**src/rtl/scoreboard_hazard_unit.sv**
```systemverilog
// -----------------------------------------------------------------------------
// scoreboard_hazard_unit
//   Per-register latency scoreboard for an in-order pipeline. Each architectural
//   register has a small countdown that is loaded when a producer issues and
//   ticks down once per cycle. The instruction in ID is held while any source
//   it reads is still counting, or while an older, longer-latency write to the
//   same destination would complete after it (WAW).
//
// Parameters
//   REG_ADDR_W  register index width (2**REG_ADDR_W registers)
//   LAT_W       countdown / id_lat width
//
// Ports
//   clk, rst_n               clock, asynchronous active-low reset
//   id_valid                 ID holds a valid instruction
//   id_rs1/id_rs2            source indices, qualified by id_use_rs1/id_use_rs2
//   id_rd, id_reg_wr         destination index and its write enable
//   id_lat                   cycles until the result is forwardable (0 = now)
//   id_flush                 kill the ID instruction this cycle
//   stall                    freeze IF and ID (combinational)
//   flush_id_ex              bubble into ID/EX (stall or kill)
//   busy_vec                 registered image of (cnt[i] != 0)
//   stall_cycles             stalled-cycle performance counter
//
// Configuration
//   HAZARD_PERF_CNT_EN       when defined, stall_cycles counts stalled cycles
//                            (saturating); otherwise it is tied to zero.
// -----------------------------------------------------------------------------
module scoreboard_hazard_unit #(
  parameter int unsigned REG_ADDR_W = 5,
  parameter int unsigned LAT_W      = 3
) (
  input  logic                       clk,
  input  logic                       rst_n,
  input  logic                       id_valid,
  input  logic [REG_ADDR_W-1:0]      id_rs1,
  input  logic [REG_ADDR_W-1:0]      id_rs2,
  input  logic                       id_use_rs1,
  input  logic                       id_use_rs2,
  input  logic [REG_ADDR_W-1:0]      id_rd,
  input  logic                       id_reg_wr,
  input  logic [LAT_W-1:0]           id_lat,
  input  logic                       id_flush,
  output logic                       stall,
  output logic                       flush_id_ex,
  output logic [(2**REG_ADDR_W)-1:0] busy_vec,
  output logic [31:0]                stall_cycles
);

  localparam int unsigned NREG = 2 ** REG_ADDR_W;

  logic [LAT_W-1:0] r_cnt     [NREG];
  logic [LAT_W-1:0] w_cnt_nxt [NREG];
  logic [NREG-1:0]  r_busy;

  logic w_raw_rs1;
  logic w_raw_rs2;
  logic w_waw;
  logic w_stall;
  logic w_issue;
  logic w_load;

  // Hazard detection. Countdowns are cleared asynchronously in reset, so the
  // explicit rst_n term only guards against glitches while reset is applied.
  always_comb begin
    w_raw_rs1 = id_use_rs1 && (id_rs1 != '0) && (r_cnt[id_rs1] != '0);
    w_raw_rs2 = id_use_rs2 && (id_rs2 != '0) && (r_cnt[id_rs2] != '0);
    w_waw     = id_reg_wr  && (id_rd  != '0) && (r_cnt[id_rd] > id_lat);
    w_stall   = rst_n && id_valid && !id_flush && (w_raw_rs1 || w_raw_rs2 || w_waw);
    w_issue   = id_valid && !w_stall && !id_flush;
    w_load    = w_issue && id_reg_wr && (id_rd != '0) && (id_lat != '0);
  end

  // Next countdown values: a load on issue overrides the decrement of the
  // same register; register 0 never holds a pending write.
  always_comb begin
    for (int unsigned i = 0; i < NREG; i++) begin
      w_cnt_nxt[i] = '0;
      if (i != 0) begin
        if (w_load && (id_rd == REG_ADDR_W'(i))) begin
          w_cnt_nxt[i] = id_lat;
        end else if (r_cnt[i] != '0) begin
          w_cnt_nxt[i] = r_cnt[i] - LAT_W'(1);
        end
      end
    end
  end

  // busy_vec is registered from the next-state values so it always matches
  // the countdowns it mirrors.
  always_ff @(posedge clk or negedge rst_n) begin
    if (!rst_n) begin
      for (int unsigned i = 0; i < NREG; i++) begin
        r_cnt[i] <= '0;
      end
      r_busy <= '0;
    end else begin
      for (int unsigned i = 0; i < NREG; i++) begin
        r_cnt[i]  <= w_cnt_nxt[i];
        r_busy[i] <= (w_cnt_nxt[i] != '0);
      end
    end
  end

  assign stall       = w_stall;
  assign flush_id_ex = w_stall || id_flush;
  assign busy_vec    = r_busy;

`ifdef HAZARD_PERF_CNT_EN
  logic [31:0] r_stall_cycles;

  always_ff @(posedge clk or negedge rst_n) begin
    if (!rst_n) begin
      r_stall_cycles <= '0;
    end else if (w_stall && (r_stall_cycles != '1)) begin
      r_stall_cycles <= r_stall_cycles + 32'd1;
    end
  end

  assign stall_cycles = r_stall_cycles;
`else
  assign stall_cycles = '0;
`endif

endmodule

```
**config.mk**
```make
export PLATFORM = sky130hd
export DESIGN_NAME = scoreboard_hazard_unit
export DESIGN_NICKNAME = d
export VERILOG_FILES = /design/src/rtl/scoreboard_hazard_unit.sv
export SDC_FILE = /design/constraint.sdc
export NUM_CORES = 1
export LEC_CHECK = 0
export CAP_MARGIN = 25
export CORE_ASPECT_RATIO = 1.5
export CORE_MARGIN = 2
export CORE_UTILIZATION = 50
export DETAILED_ROUTE_END_ITERATION = 7
export GPL_TIMING_DRIVEN = 0
export PLACE_DENSITY = 0.8
export SLEW_MARGIN = 5
export SYNTH_ARGS = -nofsm -noshare
export SYNTH_HDL_FRONTEND = slang
export SYNTH_SLANG_ARGS = --single-unit
```
**constraint.sdc**
```tcl
create_clock -name clk -period 4.2 [get_ports clk]
set_input_delay 0.63 -clock clk [delete_from_list [all_inputs] [get_ports clk]]
set_output_delay 0.63 -clock clk [all_outputs]
set_load 0.05 [all_outputs]
```
Word level (Yosys, flattened, before mapping)
Index checks and enable logic that the tools add are counted.
Widths: inputs -> output; s select.
{ "word_totals": {"in_bits": 25, "word_cells": 290, "output_inout_bits": 66, "ff_bits": 124} }
{ "classes": {"n_eq_ne": 31, "n_addsub": 31, "n_reduce_logical": 118, "order_cmp": 4, "bitwise_logic": 3, "muxes": 71} }
{ "ops": {"columns": ["cell", "count"], "rows": [
  ["$mux 3", 68],
  ["$reduce_bool 3->1", 65],
  ["$sub 3x1->3 const B", 31],
  ["$eq 5x5->1 const B", 16],
  ["$bmux 3 s5", 3],
  ["$logic_and 1x1->1", 45],
  ["$eq 5x4->1 const B", 8],
  ["$eq 5x3->1 const B", 4],
  ["$ge 6x6->1 const B", 3],
  ["$not 5->6", 3],
  ["$reduce_bool 5->1", 3],
  ["$eq 5x2->1 const B", 2],
  ["$eq 5x1->1 const B", 1],
  ["$gt 3x3->1", 1],
  ["$logic_or 1x1->1", 3],
  ["$logic_not 1->1", 2]
]} }

Depth between registers and ports, before layout
Gate-level depths: netlist of run 1.
{ "depth": {"depth_word": 18, "mapped_depth": 18, "mapped_depth_nobuf": 14} }

Worst setup path after synthesis of run 1
OpenSTA, ideal clock, no wires.
{ "synth_path": {"path_type": "input to output", "start": "input port id_rd[0]", "end": "output port flush_id_ex", "arrival_ps": 4391, "path_stages": 14, "required_time_ps": 3570, "path_buffers": 3, "slack_ps": -821, "cell_sequence": "clkbuf_1 buf_1 mux4_2 mux4_2 nor2_1 nor2_1 ha_1 a21o_1 a21oi_1 nor3_1 a21oi_4 buf_6 nand2_1 or2_2"} }
{ "synth_via": {"elab_chain_cells": 9, "word_cells_on_any_way": 11, "classes_between": "order compare: 1; mux: 3; bitwise: 1; reduce/logical: 6"} }
{ "synth_lines": {"columns": ["item", "line", "rtl"], "rows": [
  ["from (decl)", "40", "input logic [REG_ADDR_W-1:0] id_rd,"],
  ["$not 5->6 (implied by the code)", "68", "w_waw = id_reg_wr && (id_rd != '0) && (r_cnt[id_rd] > id_lat);"],
  ["$bmux 3 s5", "68", null],
  ["$mux 3 (implied by the code) (2 in series)", "68", null],
  ["$gt 3x3->1", "68", null],
  ["$logic_and 1x1->1 *", "68", null],
  ["$logic_or 1x1->1 *", "69", "w_stall = rst_n && id_valid && !id_flush && (w_raw_rs1 || w_raw_rs2 || w_waw);"],
  ["$logic_and 1x1->1 *", "69", null],
  ["named net stall", "44", "output logic stall,"],
  ["$logic_or 1x1->1 *", "106", "assign flush_id_ex = w_stall || id_flush;"],
  ["to (decl)", "45", "output logic flush_id_ex,"]
]} }
The timed path passes the listed nets; every way through them passes the cells marked *. The select of a mux whose other input is x is not followed.

Final worst setup path of run 1
{ "layout_path": {"start": "input port id_rd[1]", "end": "output port flush_id_ex"} }
{ "layout_via": {"elab_chain_cells": 9, "word_cells_on_any_way": 11, "classes_between": "order compare: 1; mux: 3; bitwise: 1; reduce/logical: 6"} }
{ "layout_lines": {"columns": ["item", "line"], "rows": [
  ["$not 5->6 (implied by the code)", "68"],
  ["$bmux 3 s5", "68"],
  ["$mux 3 (implied by the code) (2 in series)", "68"],
  ["$gt 3x3->1", "68"],
  ["$logic_and 1x1->1 *", "68"],
  ["$logic_or 1x1->1 *", "69"],
  ["$logic_and 1x1->1 *", "69"],
  ["$logic_or 1x1->1 *", "106"]
]} }
Every way passes the cells marked *; elsewhere a longest branch is shown, timed or not. The select of a mux whose other input is x is not followed.

==> flow_summary.toml, run 1 <==
[critical_path]
crit_arrival_ns = 3.63
cp_max_fo = 10
cp-start-kind = "input pin"
crit_path_top_delay_cell = "mux4_2"
critical_path_class = "input pin to output pin"
cp-end-kind = "output pin"
cp.required_ns = 3.57
cp_top_family = "multiplexers"
timing.critical_path.cells = "clkbuf_4 > clkbuf_16 > clkbuf_8 > mux4_2 > mux4_2 > o21ai_1 > ha_2 > inv_1 > a21o_1 > a21oi_2 > nor3_2 > a21oi_4 > buf_8 > nand2_8 > or2_4 > buf_8"
crit_buf_inv = 6
critPathMaxStageDelay_ns = 0.51

[yosys]
synthCells = 937
synth_cell_type_count = 60
synth_area_mm2 = 0.00947
synth_edf_count = 0
yosys.area.top_type = "dfrtp_1"
synth_top_area_frac = 0.328
synth_most_common_cell = "dfrtp_1"
yosysWarningCount = 0
synth-seq-cells = 124
async_flop_share = 1.00
syn_avg_cell_area_um2 = 10.1
ys.flop_type = "dfrtp_1"
synth_area_leaders = "dfrtp_1, ha_1, mux4_2"
yosysSeqAreaShare = 0.328
synth_commonest_cells = "dfrtp_1, nor2_1, inv_1"

[sta]
min_period_over_period = 1.01
maxSlewViolCount = 0
max_slew_margin = 0.309
timing.final.crit_period_ns = 4.26
holdWs_ns = 0.173
finalHoldViolations = 0
worstMarginPinSlew_ns = 1.04
clock_skew_ns = 0.00902
setup_slack_ns = -0.0602
final-setup-viol-count = 1
rsz0062_at_grt = "yes"
fmax_mhz = 235
tns_ns = -0.0602

[power]
vdd.ir_drop.worst_v = 0.000217
power_mw = 4.77
powerDensity_mw_per_mm2 = 419
p_leak_nw = 5.53

[grt]
first_global_vias = 8103
grt_pass1_wl_um = 44300
grt_max_degree = 67
antenna_found_initial = 0
track_usage = 0.295
overflow = 0

[final_layout]
instances_no_fill = 1316
layout-drive-gt1-share = 0.241
final_nets = 1142
diodes = 0
area_delta_synth_final_pct = 20.2
postLayoutCoreUtil = 0.614

[floorplan]
core_mm2 = 0.0185
fp.dieH_um = 173
num_io_pins = 91
start_util = 0.511
fp-row-count = 61
die_w_um = 116
die_area_mm2 = 0.0201

[outcome]
outcome = "finished, violations left"
violations = "negative setup slack"

[detailed_routing]
wl_per_cell_um = 22.0
ant_nets = 0
vias = 8000
drc = 0
via_per_inst = 6.08
routed_wl_um = 29000
first_pass_iters = 5
drt_iter0_drc = 738

[clock_network]
cts.sinks = 124
cts.path.max_buffers = 2
h-tree-depth = 4
cts_tree = "yes"
clk_pin_slew_worst_paths_ns = 0.05
ctsHoldBuffers = 0
clock-root-buffer = "clkbuf_16"
cts_buffers = 17
clk_latency_ns = 0.44

[placement]
hpwl_um = 20900
gp_congestion = 1.03
io_buffers = 53
dpl.cell_count = 1276

[min_path]
holdCritPathClass = "input pin to async pin"

[flow_run]
drv_cap = 0
[per-stage QoR]
stage	setup slack, ns	area [µm²]
2_1_floorplan	0.00235	9650
3_3_place_gp	-4.45	10500
3_5_place_dp	-1.32	10500
4_1_cts	0.0182	11400
5_1_grt	-0.0907	11400
6_report	-0.0602	11400
[final timing paths]
kind                            cells after the start                      to  slack (ns)                start
worst min register to register                      2  busy_vec[25]$_DFF_PN0_        0.58  r_cnt[19]$_DFF_PN0_
min in group clk                                    2  busy_vec[25]$_DFF_PN0_        0.58  r_cnt[19]$_DFF_PN0_
worst min-delay path                                1  busy_vec[10]$_DFF_PN0_        0.17                rst_n
max in group asynchronous                           2     r_cnt[31]$_DFF_PN0_        3.29                rst_n
worst max-delay path                               16             flush_id_ex       -0.06             id_rd[1]
worst max register to register                     16     r_cnt[38]$_DFF_PN0_        0.50  r_cnt[90]$_DFF_PN0_
[cell type report]
class | instances | area [µm²]
Multi-Input combinational cell | 691 | 5750
Clock inverter | 4 | 97.6
Fill cell | 1501 | 7160
Sequential cell | 124 | 3100
Buffer | 82 | 634
Tap cell | 252 | 315
Inverter | 72 | 272
Clock buffer | 27 | 553
Timing Repair Buffer | 64 | 659
[placed cells by master (no fill, tap or decap), types with 8 or more instances in the layout]
cell type        count
inv_1               70
mux2_4              28
clkbuf_8            10
nor3_1              21
nor4_1              34
nand2b_1            36
mux2i_1              9
mux2_2              41
and3_1              11
nand2_1             61
dfrtp_1            123
mux2_1              16
buf_4               46
mux4_2              30
nand4_4             10
nand4_1              8
clkbuf_1            17
nor2_1              75
buf_2               10
a211oi_1            31
or2_2               10
a221oi_1             8
clkdlybuf4s50_1     49
a21oi_1             41
conb_1              33
nand3_4             10
o21ai_0             35
ha_1                64
clkbuf_16           20
[timing repair]
action,in CTS,in global routing
setup buffers,6,3
gates resized for setup,34,7
endpoints found under the setup margin,2,2
pin swaps,3,1
gates cloned,0,0
[where the power goes]
part	internal, mW	switching, mW	total [mW]	leakage (nW)
Clock	1.07	0.539	1.61	0.318
Sequential	1.37	0.194	1.57	1.71
Combinational	0.591	1.00	1.59	3.50
Total	3.04	1.74	4.77	5.53
[registers in the layout (all words and copies together), names as in the netlist]
name	count
busy_vec	31
r_cnt	93
[metal layers]
layer	part of all wire	routed length, µm	vias to the layer above	GRT usage
li1	-	-	3545	-
met1	0.36	10300	3889	0.325
met2	0.50	14600	420	0.492
met3	0.072	2100	146	0.0631
met4	0.069	2000	0	0.207
met5	0	0	-	0
[cell families after synthesis]
group,count (synthesis),synth area share
buf+inv,154,0.0824
fa+ha+maj,65,0.0859
simple gates,310,0.198
compound gates,159,0.113
mux,124,0.193
flops,124,0.328
other cells,1,0.000396
Power figures use the tool's default switching activity.
==> inputs of run 2 (changes only) <==
--- a/config.mk
+++ b/config.mk
@@ -5,7 +5,6 @@
 export SDC_FILE = /design/constraint.sdc
 export NUM_CORES = 1
 export LEC_CHECK = 0
-export CAP_MARGIN = 25
 export CORE_ASPECT_RATIO = 1.5
 export CORE_MARGIN = 2
 export CORE_UTILIZATION = 50
==> run 2 against run 1 <==
  * Clock power down 8%
  * Routed wire length down 0.13%
  * Worst setup slack better by 0.0074 ns
  * Cell area down 0.70%
  * Combinational power about the same
  * Sequential share of layout area up 0.18 points
  * Flip-flop and latch count unchanged
  * The run still ends with negative setup slack left
  * Critical path type unchanged
  * Non-clock buffer count unchanged
==> flow_summary.toml, run 2 (synthesis gave the netlist of run 1 again) <==
[critical_path]
cp-start-kind = "input pin"
crit_arrival_ns = 3.62
crit_buf_inv = 6
worstSetupStartpoint = "id_rd[1]"
cp.required_ns = 3.57
timing.critical_path.cells = "clkbuf_4 > clkbuf_16 > clkbuf_8 > mux4_2 > mux4_2 > o21ai_1 > ha_2 > inv_1 > a21o_1 > a21oi_2 > nor3_2 > a21oi_4 > buf_8 > nand2_8 > or2_4 > buf_8"
cp-end-kind = "output pin"
cp_max_fo = 10
critical_path_class = "input pin to output pin"
crit_path_top_delay_cell = "mux4_2"
critPathMaxStageDelay_ns = 0.51
r2r_start = "r_cnt[69]$_DFF_PN0_"
cp_top_family = "multiplexers"

[placement]
hpwl_um = 20900
place_ws_ns = -1.32
gp_congestion = 1.03
io_buffers = 53
dpl.cell_count = 1275

[sta]
holdWs_ns = 0.176
clock_skew_ns = 0.0106
max_slew_margin = 0.102
tns_ns = -0.0528
fmax_mhz = 235
setup_slack_ns = -0.0528
worstMarginPinSlew_ns = 1.33
finalHoldViolations = 0
maxSlewViolCount = 0
min_period_over_period = 1.01
rsz0062_at_grt = "yes"
final-setup-viol-count = 1
timing.final.crit_period_ns = 4.25

[floorplan]
fp-row-count = 61
fp.dieH_um = 173
die_w_um = 116
num_io_pins = 91
start_util = 0.511
core_mm2 = 0.0185
die_area_mm2 = 0.0201

[grt]
overflow = 0
grt_pass1_wl_um = 44500
grt_max_degree = 67
track_usage = 0.295
antenna_found_initial = 0
first_global_vias = 8007

[final_layout]
mostFrequentLayoutCell = "dfrtp_1"
final_cell_mix = "dfrtp_1, nor2_1, inv_1"
diodes = 0
instances_no_fill = 1315
max_flop_register = "r_cnt"
area_delta_synth_final_pct = 19.3
layout-drive-gt1-share = 0.236
largest_reg_flops = 93
final_nets = 1142
fillCellCount = 1485

[clock_network]
h-tree-depth = 4
clock-root-buffer = "clkbuf_16"
cts_buffers = 17
cts_tree = "yes"
ctsHoldBuffers = 0
cts.path.max_buffers = 2
cts.sinks = 124
clk_pin_slew_worst_paths_ns = 0.05
clk_latency_ns = 0.44

[power]
p_leak_nw = 5.49
vdd.ir_drop.worst_v = 0.000237
powerDensity_mw_per_mm2 = 410
p_seq_frac = 0.338
switchingPower_mw = 1.73
p_clk_frac = 0.320
internal_power_mw = 2.90
p_comb_frac = 0.342
netSwitchingFraction = 0.374
power_mw = 4.64

[detailed_routing]
routed_wl_um = 28900
wl_per_cell_um = 22.0
first_pass_iters = 7
ant_nets = 0
vias = 8036
via_per_inst = 6.11
drc = 0
drt_iter0_drc = 719

[outcome]
violations = "negative setup slack"
outcome = "finished, violations left"

[flow_run]
drv_cap = 0

[min_path]
holdCritPathClass = "input pin to async pin"
## run 2: cell types whose count changed in the layout (fill, tap and decap cells not counted), sizes merged
cell	change
clkinv	+2
clkinvlp	+1
bufinv	-1
clkbuf	-3
## run 2: metrics by stage
| stage | utilization | instance area [µm²] |
|---|---|---|
| 5_1_grt | 0.610 | 11300 |
| 6_report | 0.610 | 11300 |
| 4_1_cts | 0.608 | 11300 |
| 3_5_place_dp | 0.568 | 10500 |
| 2_1_floorplan | - | 9650 |
| 3_3_place_gp | 0.566 | 10500 |
## run 2: power by group through the flow
stage | Clock [mW] | Sequential (mW) | Combinational (mW)
after floorplan | 0 | 1.85 | 0.777
after global placement | 0 | 1.57 | 1.51
after detailed placement | 0 | 1.57 | 1.54
after CTS | 1.49 | 1.56 | 1.58
after global routing | 1.54 | 1.59 | 1.71
final | 1.48 | 1.57 | 1.59
## run 2: area by class of cell
cell class                 count  area [µm²]  area share
inverter                      72         272      0.0240
multi-input combinational    691        5750       0.508
clock inverter                 6        85.1     0.00753
sequential                   124        3100       0.274
buffer                        82         634      0.0561
timing repair buffer          64         649      0.0574
tap                          252         315      0.0279
clock buffer                  24         502      0.0444
## run 2: layer usage
metal / global-route usage / part of all wire / vias to the layer above
li1: - / - / 3540
met1: 0.334 / 0.36 / 3911
met2: 0.500 / 0.51 / 461
met3: 0.0617 / 0.070 / 124
met4: 0.179 / 0.062 / 0
met5: 0 / 0 / -
## run 2: repair_timing
action	4_1_cts	5_1_grt
buffers inserted	7	3
endpoints found under the hold margin	0	0
setup endpoints to repair	2	2
resized for setup	33	6
pin swaps	3	1
cloned	0	0
## run 2: final timing paths
kind | to | slack (ns) | cells after the start
worst max-delay path | flush_id_ex | -0.05 | 16
worst min-delay path | busy_vec[10]$_DFF_PN0_ | 0.18 | 1
worst max register to register | r_cnt[36]$_DFF_PN0_ | 0.52 | 15
worst min register to register | r_cnt[72]$_DFF_PN0_ | 0.59 | 1
max in group asynchronous | r_cnt[54]$_DFF_PN0_ | 3.29 | 2
min in group clk | r_cnt[72]$_DFF_PN0_ | 0.59 | 1
## run 2: worst register-to-register path, delay by kind of cell, from the launching register on
| kind | cells | cell delay, ns |
|---|---|---|
| AOI/OAI and AO/OA | 5 | 0.71 |
| DFF | 1 | 0.45 |
| adders and majority gates | 1 | 0.19 |
| buffers and inverters | 3 | 0.43 |
| and+or+nand+nor | 3 | 0.40 |
| muxes | 3 | 1.37 |
